**src/rtl/vga_timing_ctrl.sv**
```systemverilog
// VGA 640x480@60 timing master: hsync/vsync, pixel coordinates issued one clock early, RGB565 gating.
// Optional macro VGA_FRAME_PULSE_EN adds a registered frame_start pulse at cnt_h = cnt_v = 0.
module vga_timing_ctrl #(
    parameter int unsigned H_SYNC  = 96,
    parameter int unsigned H_BACK  = 48,
    parameter int unsigned H_VALID = 640,
    parameter int unsigned H_FRONT = 16,
    parameter int unsigned V_SYNC  = 2,
    parameter int unsigned V_BACK  = 33,
    parameter int unsigned V_VALID = 480,
    parameter int unsigned V_FRONT = 10
) (
    input  logic        clk,
    input  logic        rst_n,
    input  logic [15:0] pix_data,
    output logic [9:0]  pix_x,
    output logic [9:0]  pix_y,
    output logic        hsync,
    output logic        vsync,
    output logic [15:0] rgb
`ifdef VGA_FRAME_PULSE_EN
    ,
    output logic        frame_start
`endif
);

    localparam logic [9:0] H_SYNC_C = 10'(H_SYNC);
    localparam logic [9:0] H_ACT    = 10'(H_SYNC + H_BACK);
    localparam logic [9:0] H_REQ    = 10'(H_SYNC + H_BACK - 1);
    localparam logic [9:0] H_END    = 10'(H_SYNC + H_BACK + H_VALID);
    localparam logic [9:0] H_REQEND = 10'(H_SYNC + H_BACK + H_VALID - 1);
    localparam logic [9:0] H_LAST   = 10'(H_SYNC + H_BACK + H_VALID + H_FRONT - 1);
    localparam logic [9:0] V_SYNC_C = 10'(V_SYNC);
    localparam logic [9:0] V_ACT    = 10'(V_SYNC + V_BACK);
    localparam logic [9:0] V_END    = 10'(V_SYNC + V_BACK + V_VALID);
    localparam logic [9:0] V_LAST   = 10'(V_SYNC + V_BACK + V_VALID + V_FRONT - 1);

    logic [9:0] cnt_h_q, cnt_h_d;
    logic [9:0] cnt_v_q, cnt_v_d;
    logic       h_last, v_last;
    logic       v_win, rgb_valid, pix_req;

    assign h_last = (cnt_h_q == H_LAST);
    assign v_last = (cnt_v_q == V_LAST);

    always_comb begin
        cnt_h_d = h_last ? '0 : cnt_h_q + 10'd1;
        cnt_v_d = cnt_v_q;
        if (h_last) begin
            cnt_v_d = v_last ? '0 : cnt_v_q + 10'd1;
        end
    end

    always_ff @(posedge clk or negedge rst_n) begin
        if (!rst_n) begin
            cnt_h_q <= '0;
            cnt_v_q <= '0;
        end else begin
            cnt_h_q <= cnt_h_d;
            cnt_v_q <= cnt_v_d;
        end
    end

    // Request window leads the visible window by one clock to cover the generator's register stage.
    always_comb begin
        hsync     = (cnt_h_q < H_SYNC_C);
        vsync     = (cnt_v_q < V_SYNC_C);
        v_win     = (cnt_v_q >= V_ACT) && (cnt_v_q < V_END);
        rgb_valid = (cnt_h_q >= H_ACT) && (cnt_h_q < H_END) && v_win;
        pix_req   = (cnt_h_q >= H_REQ) && (cnt_h_q < H_REQEND) && v_win;
        pix_x     = '1;
        pix_y     = '1;
        if (pix_req) begin
            pix_x = cnt_h_q - H_REQ;
            pix_y = cnt_v_q - V_ACT;
        end
        rgb = rgb_valid ? pix_data : '0;
    end

`ifdef VGA_FRAME_PULSE_EN
    logic frame_start_q, frame_start_d;

    assign frame_start_d = h_last && v_last;

    always_ff @(posedge clk or negedge rst_n) begin
        if (!rst_n) begin
            frame_start_q <= 1'b0;
        end else begin
            frame_start_q <= frame_start_d;
        end
    end

    assign frame_start = frame_start_q;
`endif

endmodule

```
**config.mk**
```make
export PLATFORM = sky130hd
export DESIGN_NAME = vga_timing_ctrl
export DESIGN_NICKNAME = d
export VERILOG_FILES = /design/src/rtl/vga_timing_ctrl.sv
export SDC_FILE = /design/constraint.sdc
export NUM_CORES = 1
export LEC_CHECK = 0
export CELL_PAD_IN_SITES_DETAIL_PLACEMENT = 0
export CELL_PAD_IN_SITES_GLOBAL_PLACEMENT = 1
export CORE_MARGIN = 4
export CORE_UTILIZATION = 32
export CTS_CLUSTER_SIZE = 25
export DETAILED_ROUTE_END_ITERATION = 10
export GPL_ROUTABILITY_DRIVEN = 0
export PLACE_DENSITY = 0.83
export SLEW_MARGIN = 20
export SYNTH_ARGS = -nofsm -noshare
export SYNTH_HDL_FRONTEND = slang
export SYNTH_SLANG_ARGS = --single-unit
```
**constraint.sdc**
```tcl
create_clock -name clk -period 2.7 [get_ports clk]
set_input_delay 0.81 -clock clk [delete_from_list [all_inputs] [get_ports clk]]
set_output_delay 0.81 -clock clk [all_outputs]
set_load 0.005 [all_outputs]
```
* After elaboration in Yosys (flattened, before gate mapping)
Cells that the tools add are included.
** Word-level totals
- Bits in registers :: 20
- Word-level logic and storage cells :: 26
- Output and inout bits :: 38
- Input bits :: 18
** Operators by class
- Mux-type cells :: 5
- Reduce and logical (&&, ||, !) cells :: 5
- Order comparisons :: 8
- Equal/unequal tests :: 2
- $add $sub $neg :: 4
** Operators with widths (number)
- 10-bit 2-to-1 mux :: 4
- 10-bit less-than comparator (second input constant) :: 3
- 10-bit by 1-bit adder with 10-bit output (second input constant) :: 2
- 10-bit equality test (second input constant) :: 2
- 10-bit by 8-bit greater-or-equal comparator with 1-bit output (second input constant) :: 2
- 16-bit 2-to-1 mux :: 1
- 10-bit by 6-bit greater-or-equal comparator with 1-bit output (second input constant) :: 1
- 10-bit by 2-bit less-than comparator with 1-bit output (second input constant) :: 1
- 10-bit by 7-bit less-than comparator with 1-bit output (second input constant) :: 1
- 10-bit by 6-bit subtractor with 10-bit output (second input constant) :: 1
- 10-bit by 8-bit subtractor with 10-bit output (second input constant) :: 1
- 1-bit logical AND :: 5

* Logic depth before layout (Yosys ltp)
Gate-level depths: netlist of run 1.
- Word-level depth :: 4
- Mapped depth :: 7
- Depth with buffers taken out :: 6

* Worst setup path after synthesis of run 1
Ideal clock, no wire load.
- Kind :: reg-to-output
- From :: reg cnt_v_q[0]
- To :: out rgb[10]
- Cell stages (with the launch flop) :: 7
- Data arrival time :: 1.713 ns
- Setup slack :: 0.177 ns
- Cells stage by stage :: dfrtp_1 > ha_1 > nor3_1 > nand3_1 > a311oi_2 > clkbuf_2 > and2_1
** On the way
- Cells in the longest elaborated chain, start to end :: 4
** RTL lines
- from (decl) :: RTL line 39 : logic [9:0] cnt_v_q, cnt_v_d;
- from (signal assigned) :: RTL line 60 : cnt_v_q <= cnt_v_d;
- 10-bit by 6-bit greater-or-equal comparator with 1-bit output or 10-bit less-than comparator (tied branches) :: RTL line 68 : v_win = (cnt_v_q >= V_ACT) && (cnt_v_q < V_END);
- 1-bit logical AND * :: RTL line 68
- 1-bit logical AND * :: RTL line 69 : rgb_valid = (cnt_h_q >= H_ACT) && (cnt_h_q < H_END) && v_win;
- 16-bit 2-to-1 mux * :: RTL line 77 : rgb = rgb_valid ? pix_data : '0;
- to (decl) :: RTL line 20 : output logic [15:0] rgb
Mark *: on every way between the ends. The rest lies on a longest branch, timed or not.

* Final worst setup path of run 1
- From :: reg cnt_v_q[1]
- To :: out rgb[7]
Same word-level chain as after synthesis.

==> results of run 1 <==
-- power breakdown --
group | internal (uW) | switching (uW)
clock network | 130 | 109
registers | 299 | 0
logic | 22.3 | 10.1
total | 452 | 119
-- Yosys cell counts, types with 2 or more instances --
library cell / n
nor2_1: 5
nand3b_1: 2
xnor2_1: 15
or4_1: 2
clkbuf_1: 5
a21oi_1: 8
dfrtp_1: 20
nand3_1: 25
and3_1: 4
o211ai_1: 3
a21boi_0: 2
a31oi_1: 3
o31ai_1: 2
xor2_1: 4
ha_1: 4
clkbuf_2: 2
inv_1: 9
buf_2: 8
nor4_1: 2
and2_1: 16
or3_1: 4
nand2_1: 7
mux2i_1: 2
o21ai_0: 10
nor3_1: 4
buf_6: 2
nand4_1: 8
and4_1: 2
-- repair_timing --
action / 4_1_cts / 5_1_grt
endpoints found under the hold margin: 0 / 0
pin swaps: 17 / 6
gates cloned: 1 / 0
setup endpoints to repair: 37 / 37
buffers inserted: 20 / 3
gates resized for setup: 208 / 24
-- flip-flops by register name (all words and copies together) (netlist names) --
signal	flops
cnt_h_q	10
cnt_v_q	10
-- cell type report --
cell class,count,area (um2)
multi-input combinational,147,1190
clock buffer,4,55.1
tap,67,83.8
inverter,9,33.8
timing repair buffer,123,1050
fill,429,1870
sequential,20,500
-- worst max path at each step --
stage                     to  slack [ps]  cells past startpoint
detailed placement   rgb[12]        -430                      6
floorplan            rgb[10]         180                      6
global placement     rgb[12]        -410                      6
CTS                 pix_y[8]        -280                      8
finish                rgb[7]        -250                      9
global route        pix_y[8]        -340                      8
-- placed cells by master, fill, tap and decap left out, drive strengths merged, types with 8 or more instances in the layout --
cell type,instances
o21ai,10
and2,17
xnor2,15
nand4,8
a21oi,8
buf,103
dfrtp,20
clkdlybuf4s50,18
inv,9
nand3,25
-- per-layer routing --
layer | vias to the layer above | track usage | part of all wire
met5 | - | 0 | 0
met4 | 0 | 0.0472 | 0.013
met3 | 7 | 0.0264 | 0.054
met2 | 59 | 0.335 | 0.51
met1 | 869 | 0.216 | 0.43
li1 | 901 | - | -
-- per-stage QoR --
| stage | utilization | setup slack (ps) | cells | area [um2] |
|---|---|---|---|---|
| after floorplan | - | 177 | 194 | 1590 |
| after global placement | 0.517 | -415 | 344 | 2470 |
| after detailed placement | 0.517 | -429 | 344 | 2470 |
| after CTS | 0.592 | -279 | 369 | 2840 |
| after global routing | 0.609 | -337 | 370 | 2920 |
| final | 0.609 | -251 | 370 | 2920 |
-- logic make-up after synthesis --
family,count (synthesis),synth area share
AO/OA/AOI/OAI,34,0.138
XOR/XNOR,19,0.104
adder cells (fa/ha/maj),4,0.0314
buffers and inverters,27,0.0832
flip-flops,20,0.314
multiplexers,2,0.0126
AND/OR/NAND/NOR,88,0.316
-- worst min-delay path, delay by kind of cell, from the launching register on --
family | cells | cell delay [ps]
buffers and inverters | 1 | 140
and+or+nand+nor | 1 | 50
DFF | 1 | 360
==> results_dict.tcl, run 1 <==
set metrics [dict create \
    leakagePower_uw 0.00123 \
    critPathRequiredTime_ps 1890 \
    avgViaCountPerCell 4.96 \
    holdPathEnd "cnt_h_q[0]$_DFF_PN0_" \
    ys.flop_type "dfrtp_1" \
    synthTopCellsByArea "dfrtp_1 (31%), xnor2_1 (8.2%), nand3_1 (7.8%)" \
    cp-startpoint "cnt_v_q[1]$_DFFE_PN0P_" \
    tns_ps -4630 \
    worst_pin_slew_ps 444 \
    status "finished with violations" \
    start_util 0.333 \
    synth_edf_count 0 \
    synth_top_area_share 0.314 \
    ys_seq_area_frac 0.314 \
    r2r_cells 5 \
    r2r_end "cnt_v_q[9]$_DFFE_PN0P_" \
    path_clk_slew_ps 80 \
    finalHoldViolations 0 \
    grt_pass1_wl_um 9000 \
    period_needed_ps 2950 \
    rows 25 \
    cap_violations 0 \
    min_path_type "register to register" \
    timing.slew.headroom 0.704 \
    synth_top_area_cell "dfrtp_1" \
    drt-total-wl_um 5490 \
    finalCritPeriodShare 1.09 \
    syn_area_um2 1590 \
    clkLatencyLatePin_ps 270 \
    cpPeakStageDelay_ps 440 \
    setup_viol 36 \
    clock_skew_ps 3.95 \
    drive_gt1_frac 0.512 \
    fmax_mhz 339 \
    cp_slowest_cell "or4_4" \
    avgRoutedWirePerCell_um 14.8 \
    ys_types 42 \
    power.total_uw 571 \
    nNetsFinal 326 \
    cp_data_arrival_time_ps 2140 \
    worst-path-buf-inv 4 \
    num_vias 1836 \
    root_buffer "clkbuf_8" \
    setup_ws_ps -251 \
    grt_overflow 0 \
    pwr_density_cell_nw_per_um2 196 \
    synthCells 194 \
    cts_buffer_depth 2 \
    critPathLaunchType "register" \
    violations "negative setup slack" \
    cts_sinks 20 \
    drt_iter0_drc 60 \
    drc_errors 0 \
    syn_avg_cell_area_um2 8.22 \
    grt.total_usage 0.181 \
    antenna_left 0 \
    drv_slew 0 \
    syn_to_final_growth_pct 82.9 \
    die_area_um2 6170 \
    holdBufCountCts 0 \
    cp_top_family "simple AND/OR/NAND/NOR gates" \
    holdCritStartpoint "cnt_h_q[0]$_DFF_PN0_" \
    core-area_um2 4790 \
    grt_pass1_vias 1920 \
    htree_num_levels 1 \
    die_w_um 78.6 \
    n_antenna_cell 0 \
    worst-r2r-setup-slack_ps 630 \
    first_pass_iters 4 \
    synth_nets 216 \
    place.detailed.hpwl_um 3650 \
    timing.hold.ws_ps 580 \
    synth_seq_cells 20 \
    grt_start_max_net_pins 21 \
    die_h_um 78.6 \
    port_buffers 55 \
    rr_startpoint "cnt_h_q[6]$_DFF_PN0_" \
    end_kind "output port" \
    path_class "register to output port" \
    io_pins 56 \
    crit_chain "ha_4 -> or4_4 -> nand3_4 -> a311oi_4 -> buf_6 -> buf_6 -> buf_6 -> and2_4 -> buf_6" \
    async_flop_share 1.00 \
    yosys_warnings 0 \
    cts_tree "yes" \
    antenna_found_initial 0 \
    crit_path_frequent_cell "buf_6" \
    path_max_fanout 4 \
    rsz0062_at_grt "yes" \
    holdPathStages 2 \
    ir_drop_v 0.000122 \
    numCtsBuffers 3 \
]
No activity file was read; power rests on OpenSTA's default activity.
==> run 2, diff against run 1 <==
--- a/config.mk
+++ b/config.mk
@@ -5,6 +5,7 @@
 export SDC_FILE = /design/constraint.sdc
 export NUM_CORES = 1
 export LEC_CHECK = 0
+export CAP_MARGIN = 10
 export CELL_PAD_IN_SITES_DETAIL_PLACEMENT = 0
 export CELL_PAD_IN_SITES_GLOBAL_PLACEMENT = 1
 export CORE_MARGIN = 4
==> results of run 2 <==
The final DEF is identical to that of run 1; final timing and power are the same.
